$ cat config.mk
export PLATFORM = sky130hd
export DESIGN_NAME = control_unit_flat
export DESIGN_NICKNAME = d
export VERILOG_FILES = /design/src/rtl/cpu_pkg.sv /design/src/rtl/control_unit_if.sv /design/src/rtl/microcode_rom.sv /design/src/rtl/control_unit.sv /design/src/flat_wrapper.sv
export SDC_FILE = /design/constraint.sdc
export NUM_CORES = 1
export LEC_CHECK = 0
export ABC_AREA = 1
export BUFFER_PORTS_ARGS = -buffer_cell sky130_fd_sc_hd__buf_4
export CELL_PAD_IN_SITES_DETAIL_PLACEMENT = 0
export CELL_PAD_IN_SITES_GLOBAL_PLACEMENT = 1
export CORE_ASPECT_RATIO = 1.75
export CORE_MARGIN = 3
export CORE_UTILIZATION = 30
export DETAILED_ROUTE_END_ITERATION = 7
export HOLD_SLACK_MARGIN = 0.15
export PLACE_DENSITY = 0.75
export SYNTH_ARGS = -nofsm -noshare
export SYNTH_HDL_FRONTEND = slang
export SYNTH_HIERARCHICAL = 1
export SYNTH_SLANG_ARGS = --single-unit
$ cat constraint.sdc
create_clock -name CLK -period 2.1 [get_ports CLK]
set_clock_uncertainty 0.15 [all_clocks]
set_input_delay 0.105 -clock CLK [delete_from_list [all_inputs] [get_ports CLK]]
set_output_delay 0.105 -clock CLK [all_outputs]
set_load 0.05 [all_outputs]
$ cat src/rtl/cpu_pkg.sv
// cpu_pkg: shared types, T-state encodings and control-word constants for the SAP control unit
package cpu_pkg;

    typedef struct packed {
        logic hlt;
        logic mi;
        logic ri;
        logic ro;
        logic io;
        logic ii;
        logic ai;
        logic ao;
        logic eo;
        logic su;
        logic bi;
        logic oi;
        logic ce;
        logic co;
        logic j;
        logic fi;
    } ctrl_word_t;

    typedef enum logic [3:0] {
        OP_NOP = 4'b0000,
        OP_LDA = 4'b0001,
        OP_ADD = 4'b0010,
        OP_SUB = 4'b0011,
        OP_STA = 4'b0100,
        OP_LDI = 4'b0101,
        OP_JMP = 4'b0110,
        OP_JC  = 4'b0111,
        OP_JZ  = 4'b1000,
        OP_OUT = 4'b1110,
        OP_HLT = 4'b1111
    } opcode_t;

    localparam logic [2:0] T0 = 3'd0;
    localparam logic [2:0] T1 = 3'd1;
    localparam logic [2:0] T2 = 3'd2;
    localparam logic [2:0] T3 = 3'd3;
    localparam logic [2:0] T4 = 3'd4;

    // Bit order: hlt mi ri ro io ii ai ao eo su bi oi ce co j fi (hlt is bit 15)
    localparam ctrl_word_t CW_NONE   = 16'h0000;
    localparam ctrl_word_t CW_FETCH0 = 16'h4004;
    localparam ctrl_word_t CW_FETCH1 = 16'h1408;
    localparam ctrl_word_t CW_IO_MI  = 16'h4800;
    localparam ctrl_word_t CW_RO_AI  = 16'h1200;
    localparam ctrl_word_t CW_RO_BI  = 16'h1020;
    localparam ctrl_word_t CW_ADD    = 16'h0281;
    localparam ctrl_word_t CW_SUB    = 16'h02C1;
    localparam ctrl_word_t CW_AO_RI  = 16'h2100;
    localparam ctrl_word_t CW_IO_AI  = 16'h0A00;
    localparam ctrl_word_t CW_JUMP   = 16'h0802;
    localparam ctrl_word_t CW_OUT    = 16'h0110;
    localparam ctrl_word_t CW_HLT    = 16'h8000;

endpackage

$ cat src/rtl/control_unit_if.sv
// control_unit_if: opcode/flag inputs and control-word outputs between the sequencer and the datapath
interface control_unit_if;
    import cpu_pkg::*;

    logic [3:0] opcode;
    logic       carry_flag;
    logic       zero_flag;
    ctrl_word_t ctrl;
    logic [2:0] step;
    logic       halted;

    modport master (
        input  opcode, carry_flag, zero_flag,
        output ctrl, step, halted
    );

    modport slave (
        output opcode, carry_flag, zero_flag,
        input  ctrl, step, halted
    );

endinterface

$ cat src/rtl/microcode_rom.sv
// microcode_rom: combinational lookup of control word and last-step flag per opcode and T-state
module microcode_rom
    import cpu_pkg::*;
(
    input  logic [3:0] opcode,
    input  logic [2:0] step,
    input  logic       carry_flag,
    input  logic       zero_flag,
    output ctrl_word_t cw,
    output logic       last
);

    ctrl_word_t exec;
    logic [2:0] last_step;

    // Execute-phase word and final T-state per opcode; fetch words override T0/T1
    always_comb begin
        exec      = CW_NONE;
        last_step = T1;
        case (opcode_t'(opcode))
            OP_LDA: begin
                last_step = T3;
                exec      = step == T2 ? CW_IO_MI : step == T3 ? CW_RO_AI : CW_NONE;
            end
            OP_ADD: begin
                last_step = T4;
                exec      = step == T2 ? CW_IO_MI : step == T3 ? CW_RO_BI : step == T4 ? CW_ADD : CW_NONE;
            end
            OP_SUB: begin
                last_step = T4;
                exec      = step == T2 ? CW_IO_MI : step == T3 ? CW_RO_BI : step == T4 ? CW_SUB : CW_NONE;
            end
            OP_STA: begin
                last_step = T3;
                exec      = step == T2 ? CW_IO_MI : step == T3 ? CW_AO_RI : CW_NONE;
            end
            OP_LDI: begin
                last_step = T2;
                exec      = step == T2 ? CW_IO_AI : CW_NONE;
            end
            OP_JMP: begin
                last_step = T2;
                exec      = step == T2 ? CW_JUMP : CW_NONE;
            end
            OP_JC: begin
                last_step = T2;
                exec      = (step == T2 && carry_flag) ? CW_JUMP : CW_NONE;
            end
            OP_JZ: begin
                last_step = T2;
                exec      = (step == T2 && zero_flag) ? CW_JUMP : CW_NONE;
            end
            OP_OUT: begin
                last_step = T2;
                exec      = step == T2 ? CW_OUT : CW_NONE;
            end
            OP_HLT: begin
                last_step = T2;
                exec      = step == T2 ? CW_HLT : CW_NONE;
            end
            default: begin
                last_step = T1;
                exec      = CW_NONE;
            end
        endcase
        cw   = step == T0 ? CW_FETCH0 : step == T1 ? CW_FETCH1 : exec;
        last = step == last_step;
    end

endmodule

$ cat src/rtl/control_unit.sv
// control_unit: T-state counter and halt latch driving the microcoded SAP control word
module control_unit
    import cpu_pkg::*;
#(
    parameter int NSTEPS = 5
) (
    input  logic           CLK,
    input  logic           RST,
    control_unit_if.master bus
);

    localparam int SW = $clog2(NSTEPS);
    localparam logic [SW-1:0] STEP_MAX = SW'(NSTEPS - 1);

    logic [SW-1:0] step_q;
    logic          halted_q;
    logic [2:0]    step_w;
    ctrl_word_t    cw;
    logic          last;

    assign step_w = 3'(step_q);

    microcode_rom rom (
        .opcode     (bus.opcode),
        .step       (step_w),
        .carry_flag (bus.carry_flag),
        .zero_flag  (bus.zero_flag),
        .cw         (cw),
        .last       (last)
    );

    // Advance the T-state, wrapping after the opcode's last step; a T2 hlt freezes the counter at T2
    always_ff @(posedge CLK or posedge RST) begin
        if (RST) begin
            step_q   <= '0;
            halted_q <= 1'b0;
        end else if (!halted_q) begin
            if (cw.hlt && step_w == T2)
                halted_q <= 1'b1;
            else
                step_q <= (last || step_q == STEP_MAX) ? '0 : step_q + 1'b1;
        end
    end

    assign bus.ctrl   = halted_q ? CW_HLT : cw;
    assign bus.step   = step_w;
    assign bus.halted = halted_q;

endmodule

$ cat src/flat_wrapper.sv
// flat-port wrapper written by rule: the top's interface ports become plain ports
module control_unit_flat import cpu_pkg::*;
#(
    parameter int NSTEPS = 5
)
  (CLK, RST, bus_opcode, bus_carry_flag, bus_zero_flag, bus_ctrl, bus_step, bus_halted);
  control_unit_if bus_i ();
  input  logic CLK;
  input  logic RST;
  input wire logic [$bits(bus_i.opcode)-1:0] bus_opcode;
  input wire logic [$bits(bus_i.carry_flag)-1:0] bus_carry_flag;
  input wire logic [$bits(bus_i.zero_flag)-1:0] bus_zero_flag;
  output wire logic [$bits(bus_i.ctrl)-1:0] bus_ctrl;
  output wire logic [$bits(bus_i.step)-1:0] bus_step;
  output wire logic [$bits(bus_i.halted)-1:0] bus_halted;
  assign bus_i.opcode = bus_opcode;
  assign bus_i.carry_flag = bus_carry_flag;
  assign bus_i.zero_flag = bus_zero_flag;
  assign bus_ctrl = bus_i.ctrl;
  assign bus_step = bus_i.step;
  assign bus_halted = bus_i.halted;
  control_unit #(.NSTEPS(NSTEPS)) u_core (.CLK(CLK), .RST(RST), .bus(bus_i));
endmodule
==> results.json, run 1 <==
{
  "grt_pass1_vias": 794,
  "clkSlewWorstSetupHoldPaths_ns": 0.04,
  "dieArea_um2": 2974,
  "crit_fanout": 10,
  "tritoncts": "yes",
  "drt_wl_total_um": 1855,
  "maxCapViolCount": 0,
  "tns_ns": 0,
  "drc": 0,
  "seq_area_frac_synth": 0.1429,
  "fill_cells": 248,
  "fin_ws_ns": 0.1789,
  "status": "complete, no violations",
  "track_usage": 0.1324,
  "syn_nets": 143,
  "vias": 834,
  "rsz0062_at_grt": "false",
  "grt_pass1_wl_um": 3139,
  "synth_common_cells": "inv_1 (31), nor2_1 (29), nand2_1 (27)",
  "nets": 176,
  "fp.dieH_um": 69.93,
  "powerDensity_nw_per_um2": 228.6,
  "fmaxAchievable_mhz": 520.5,
  "peakVddDrop_mv": 0.2308,
  "critPathLaunch": "u_core/bus.step[2]",
  "drive_gt1_frac": 0.3659,
  "stdcell_area_um2": 997.2,
  "ys.flop_type": "dfrtp_1",
  "ys_top_cells_by_area": "inv_1 (17%), nor2_1 (16%), nand2_1 (14%)",
  "synth-edff-count": 0,
  "dr.pass1.iters": 4,
  "crit_type": "flip-flop to output port",
  "yosys.cell_count.top_type": "inv_1",
  "gp_congestion": 0.8002,
  "clockRootBuffer": "clkbuf_4",
  "first_iter_violations": 14,
  "synth_top_cell_by_area": "inv_1",
  "post-place-ws_ns": 0.3334,
  "core-area_um2": 2147,
  "hold_viol": 0,
  "start_util": 0.3263,
  "wl_per_cell_um": 9.867,
  "avgViaCountPerCell": 4.436,
  "power_uw": 228.0,
  "final-setup-viol-count": 0,
  "cts_made_buffers": 3,
  "grt-ovfl-total": 0,
  "leakagePower_nw": 0.5087,
  "htreeDepth": 1,
  "reg2reg_setup_slack_ns": 0.42,
  "slew_headroom": 0.7719,
  "r2r_cells": 10,
  "final_antenna_net_count": 0,
  "period_share": 0.9148,
  "yosysUniqueCellTypes": 24,
  "synth.cell_area_um2": 700.7,
  "clockBufferDepth": 2,
  "syn_to_final_growth_pct": 42.32,
  "hpwlAfterDp_um": 1600,
  "r2r-end": "u_core/bus.step[2]",
  "required_ns": 1.85,
  "postPlaceCellArea_um2": 940.9,
  "finish.utilization": 0.4645,
  "startpoint_type": "flip-flop",
  "worst_slew_pin_slew_ns": 0.3390,
  "ys_warn_count": 6,
  "worstHoldPathType": "input pin to asynchronous set/reset pin",
  "ios": 28,
  "arrival_ns": 1.67,
  "cp-end-kind": "output port",
  "synthCells": 132,
  "portBuffers": 27,
  "maxSlewViolCount": 0,
  "grt_max_degree": 17,
  "clk_latency_ns": 0.24,
  "antenna_found_initial": 0,
  "layout_min_cycle_time_ns": 1.921,
  "cts.sinks": 4,
  "synth-seq-cells": 4,
  "netlist.area_leader.share": 0.1661,
  "syn-mean-instance-area_um2": 5.308,
  "ys_async_sr_fraction": 1.000,
  "chipWidth_um": 42.53,
  "r2r-start": "u_core/bus.step[1]",
  "num_rows": 22,
  "antenna-diode-count": 0
}
[placed cells by master, fill, tap and decap left out, types with 2 or more instances in the layout]
cell type / netlist / routed
nand2_1: 27 / 27
o21ai_0: 3 / 3
ha_1: 3 / 3
buf_4: 3 / 31
o21ai_1: 2 / 2
inv_1: 31 / 31
nor2_1: 29 / 18
nor2_2: 0 / 11
nand4_1: 3 / 3
nand3_1: 8 / 8
inv_2: 6 / 6
dfrtp_2: 0 / 3
clkbuf_4: 0 / 3
[per-layer routing]
| metal | track usage | up-vias | wire length, um |
|---|---|---|---|
| met5 | 0 | - | 0 |
| met4 | 0.03114 | 0 | 0 |
| met3 | 0.02062 | 0 | 68 |
| met2 | 0.2818 | 16 | 1124 |
| met1 | 0.1188 | 366 | 662 |
| li1 | - | 452 | - |
[through the flow]
stage | instances | hold slack (ns)
floorplan | 132 | -0.2790
global placement | 181 | -0.1545
detailed placement | 181 | -0.1507
CTS | 186 | 0.1505
global route | 188 | 0.1808
finish | 188 | 0.1649
[power breakdown]
part	switching, mW	internal [mW]
sequential	0	0.0774
combinational	0.0281	0.0188
clock	0.0323	0.0713
total	0.0604	0.168
[how the worst max path moves through the flow]
stage | endpoint | slack, ns
after floorplan | bus_ctrl[10] | 0.04
after detailed placement | bus_ctrl[12] | 0.33
after global routing | bus_ctrl[8] | 0.01
after CTS | bus_ctrl[12] | 0.07
after global placement | bus_ctrl[12] | 0.38
final | bus_ctrl[12] | 0.18
[area by class of cell]
type / count / area (um^2) / area share
clock buffer: 4 / 26.28 / 0.02635
tap: 24 / 30.03 / 0.03011
timing repair buffer: 32 / 242.7 / 0.2434
sequential: 4 / 103.9 / 0.1041
inverter: 37 / 138.9 / 0.1393
multi-input combinational: 87 / 455.4 / 0.4567
[state kept, by name, indices dropped and copies added (netlist names)]
register	flops
u_core/bus.step	3
u_core/bus.halted	1
[worst max-delay path: stages (launching register included)]
cell and delay (ns):
dfrtp_2 0.46, inv_2 0.08, nand2_1 0.09, nor2_2 0.05, inv_2 0.06, nor2_1 0.05, or3b_1 0.35, inv_1 0.07
nor2_2 0.03, buf_4 0.18
[kinds of logic after synthesis]
group                      share of synthesized area
AOI/OAI and AO/OA                            0.04284
xor gates and xnor gates                     0.01250
adders and majority gates                    0.05358
buffers and inverters                         0.2464
DFF                                           0.1429
and+or+nand+nor                               0.5018
[what timing repair did]
item / CTS / global route
hold buffers: 1 / 0
gates resized for setup: 0 / 3
setup endpoints to repair: 0 / 3
buffers inserted: 0 / 2
hold endpoints to repair: 4 / 0
(Power assumes the default switching activity.)
==> run 2: changes to the inputs <==
--- a/config.mk
+++ b/config.mk
@@ -9,12 +9,11 @@
 export BUFFER_PORTS_ARGS = -buffer_cell sky130_fd_sc_hd__buf_4
 export CELL_PAD_IN_SITES_DETAIL_PLACEMENT = 0
 export CELL_PAD_IN_SITES_GLOBAL_PLACEMENT = 1
-export CORE_ASPECT_RATIO = 1.75
 export CORE_MARGIN = 3
-export CORE_UTILIZATION = 30
+export CORE_UTILIZATION = 32
 export DETAILED_ROUTE_END_ITERATION = 7
 export HOLD_SLACK_MARGIN = 0.15
-export PLACE_DENSITY = 0.75
+export PLACE_DENSITY = 0.79
 export SYNTH_ARGS = -nofsm -noshare
 export SYNTH_HDL_FRONTEND = slang
 export SYNTH_HIERARCHICAL = 1
==> constraint.sdc (replaced) <==
create_clock -name CLK -period 2.5 [get_ports CLK]
set_clock_uncertainty 0.15 [all_clocks]
set_input_delay 0.125 -clock CLK [delete_from_list [all_inputs] [get_ports CLK]]
set_output_delay 0.125 -clock CLK [all_outputs]
set_load 0.05 [all_outputs]
==> results.json, run 2 (synthesized netlist as in run 1, its figures left out) <==
{
  "maxCapViolCount": 0,
  "syn_to_final_growth_pct": 33.57,
  "num_rows": 16,
  "hpwlAfterDp_um": 1450,
  "dieArea_um2": 2787,
  "fin_ws_ns": 0.2618,
  "leakagePower_nw": 0.4914,
  "worst_path_max_delay_cell": "dfrtp_1",
  "final_cell_mix": "inv_1 (31), nor2_1 (29), buf_4 (27), nand2_1 (27), nand3_1 (8)",
  "r2r-end": "u_core/bus.step[2]",
  "nets": 172,
  "arrival_ns": 1.96,
  "clockRootBuffer": "clkbuf_4",
  "fmaxAchievable_mhz": 446.8,
  "drt-met1-wl_um": 824,
  "tritoncts": "yes",
  "dr_wl_met2_um": 837,
  "post-place-ws_ns": 0.4932,
  "reg2reg_setup_slack_ns": 0.55,
  "powerDensity_nw_per_um2": 196.3,
  "grt-ovfl-total": 0,
  "vias": 825,
  "crit_end": "bus_ctrl[9]",
  "worst_slew_pin_slew_ns": 0.5325,
  "stdcell_area_um2": 935.9,
  "largest_reg_flops": 3,
  "top_layer_used": "met3",
  "wl_met3_um": 92,
  "hold_ws_ns": 0.1830,
  "slew_headroom": 0.6450,
  "antenna-diode-count": 0,
  "htreeDepth": 1,
  "tns_ns": 0,
  "final_antenna_net_count": 0,
  "drc": 0,
  "first_iter_violations": 12,
  "layout_commonest_cell": "inv_1",
  "grt_pass1_vias": 697,
  "crit_chain": "inv_1, nor3_1, nand4_1, nand3_1, inv_1, nor2_1, buf_4",
  "grt_pass1_wl_um": 2801,
  "clk_latency_ns": 0.23,
  "dr.pass1.iters": 4,
  "avgViaCountPerCell": 4.435,
  "layout_min_cycle_time_ns": 2.238,
  "critPathLaunch": "u_core/bus.step[1]",
  "drt_wl_total_um": 1754,
  "status": "complete, no violations",
  "final-setup-viol-count": 0,
  "maxSlewViolCount": 0,
  "wl_per_cell_um": 9.430,
  "cpPeakStageDelay_ns": 0.51,
  "portBuffers": 27,
  "rsz0062_at_grt": "false",
  "grt_max_degree": 20,
  "worstHoldPathType": "input pin to asynchronous set/reset pin",
  "crit_fanout": 9,
  "drive_gt1_frac": 0.2642,
  "cp.depth": 7,
  "start_util": 0.3465,
  "r2r-start": "u_core/bus.step[1]",
  "startpoint_type": "flip-flop",
  "chipWidth_um": 52.80,
  "period_share": 0.8953,
  "postPlaceCellArea_um2": 903.4,
  "clockBufferDepth": 2,
  "gp_congestion": 0.7880,
  "ios": 28,
  "core-area_um2": 2022,
  "cts_made_buffers": 3,
  "timing.critical_path.mode_cell": "inv_1",
  "required_ns": 2.23,
  "fp.dieH_um": 52.80,
  "cts_resized": 0,
  "r2r_cells": 9,
  "clkSlewWorstSetupHoldPaths_ns": 0.04,
  "worst-path-buf-inv": 3,
  "cts.sinks": 4,
  "antenna_found_initial": 0,
  "cp-end-kind": "output port",
  "crit_type": "flip-flop to output port",
  "power_uw": 183.7,
  "peakVddDrop_mv": 0.2313,
  "crit_family": "simple AND/OR/NAND/NOR gates",
  "track_usage": 0.1311,
  "hold_viol": 0
}
## run 2: changes by cell type in the layout (fill, tap and decap cells not counted)
cell      before  now
nor2_1        18   29
nor2_2        11    0
buf_4         31   27
dfrtp_1        1    4
dfrtp_2        3    0
clkbuf_1       1    0
## run 2: per-stage QoR
step,util,std cells
2_1_floorplan,-,132
3_3_place_gp,0.4468,182
3_5_place_dp,0.4468,182
4_1_cts,0.4629,186
5_1_grt,0.4629,186
6_report,0.4629,186
## run 2: final cells by class
type	instances	area, um^2
timing repair buffer	28	212.7
multi-input combinational	87	427.9
clock buffer	3	22.52
sequential	4	100.1
inverter	37	138.9
fill	233	1086
tap	27	33.78
## run 2: worst min-delay path by stage
stage / endpoint / depth (start not counted) / slack [ns] / from
detailed placement: u_core/bus.step[2] / 2 / -0.13 / RST
floorplan: u_core/bus.halted / 1 / -0.26 / RST
global route: u_core/bus.halted / 3 / 0.21 / RST
finish: u_core/bus.step[2] / 3 / 0.18 / RST
CTS: u_core/bus.step[2] / 3 / 0.18 / RST
global placement: u_core/bus.step[2] / 2 / -0.13 / RST
## run 2: tightest hold or removal path, stage by stage
cell and delay [ns]:
dlygate4sd3_1 0.53, buf_4 0.13, inv_1 0.12
## run 2: report_power, final
part / leakage [nW] / internal (mW) / switching, mW
clock: 0.0138 / 0.0537 / 0.0259
combinational: 0.432 / 0.0158 / 0.0233
sequential: 0.0455 / 0.0651 / 0
total: 0.491 / 0.135 / 0.0491
## run 2: repair_timing
item                                   CTS  global route
setup endpoints to repair                0             0
endpoints found under the hold margin    4             0
hold buffers                             1             0
setup buffers                            0             0
## run 2: per-layer routing
layer / global-route usage / up-vias
met5: 0 / -
met4: 0.02553 / 0
met3: 0.01709 / 0
met2: 0.2438 / 15
met1: 0.1579 / 363
li1: - / 447
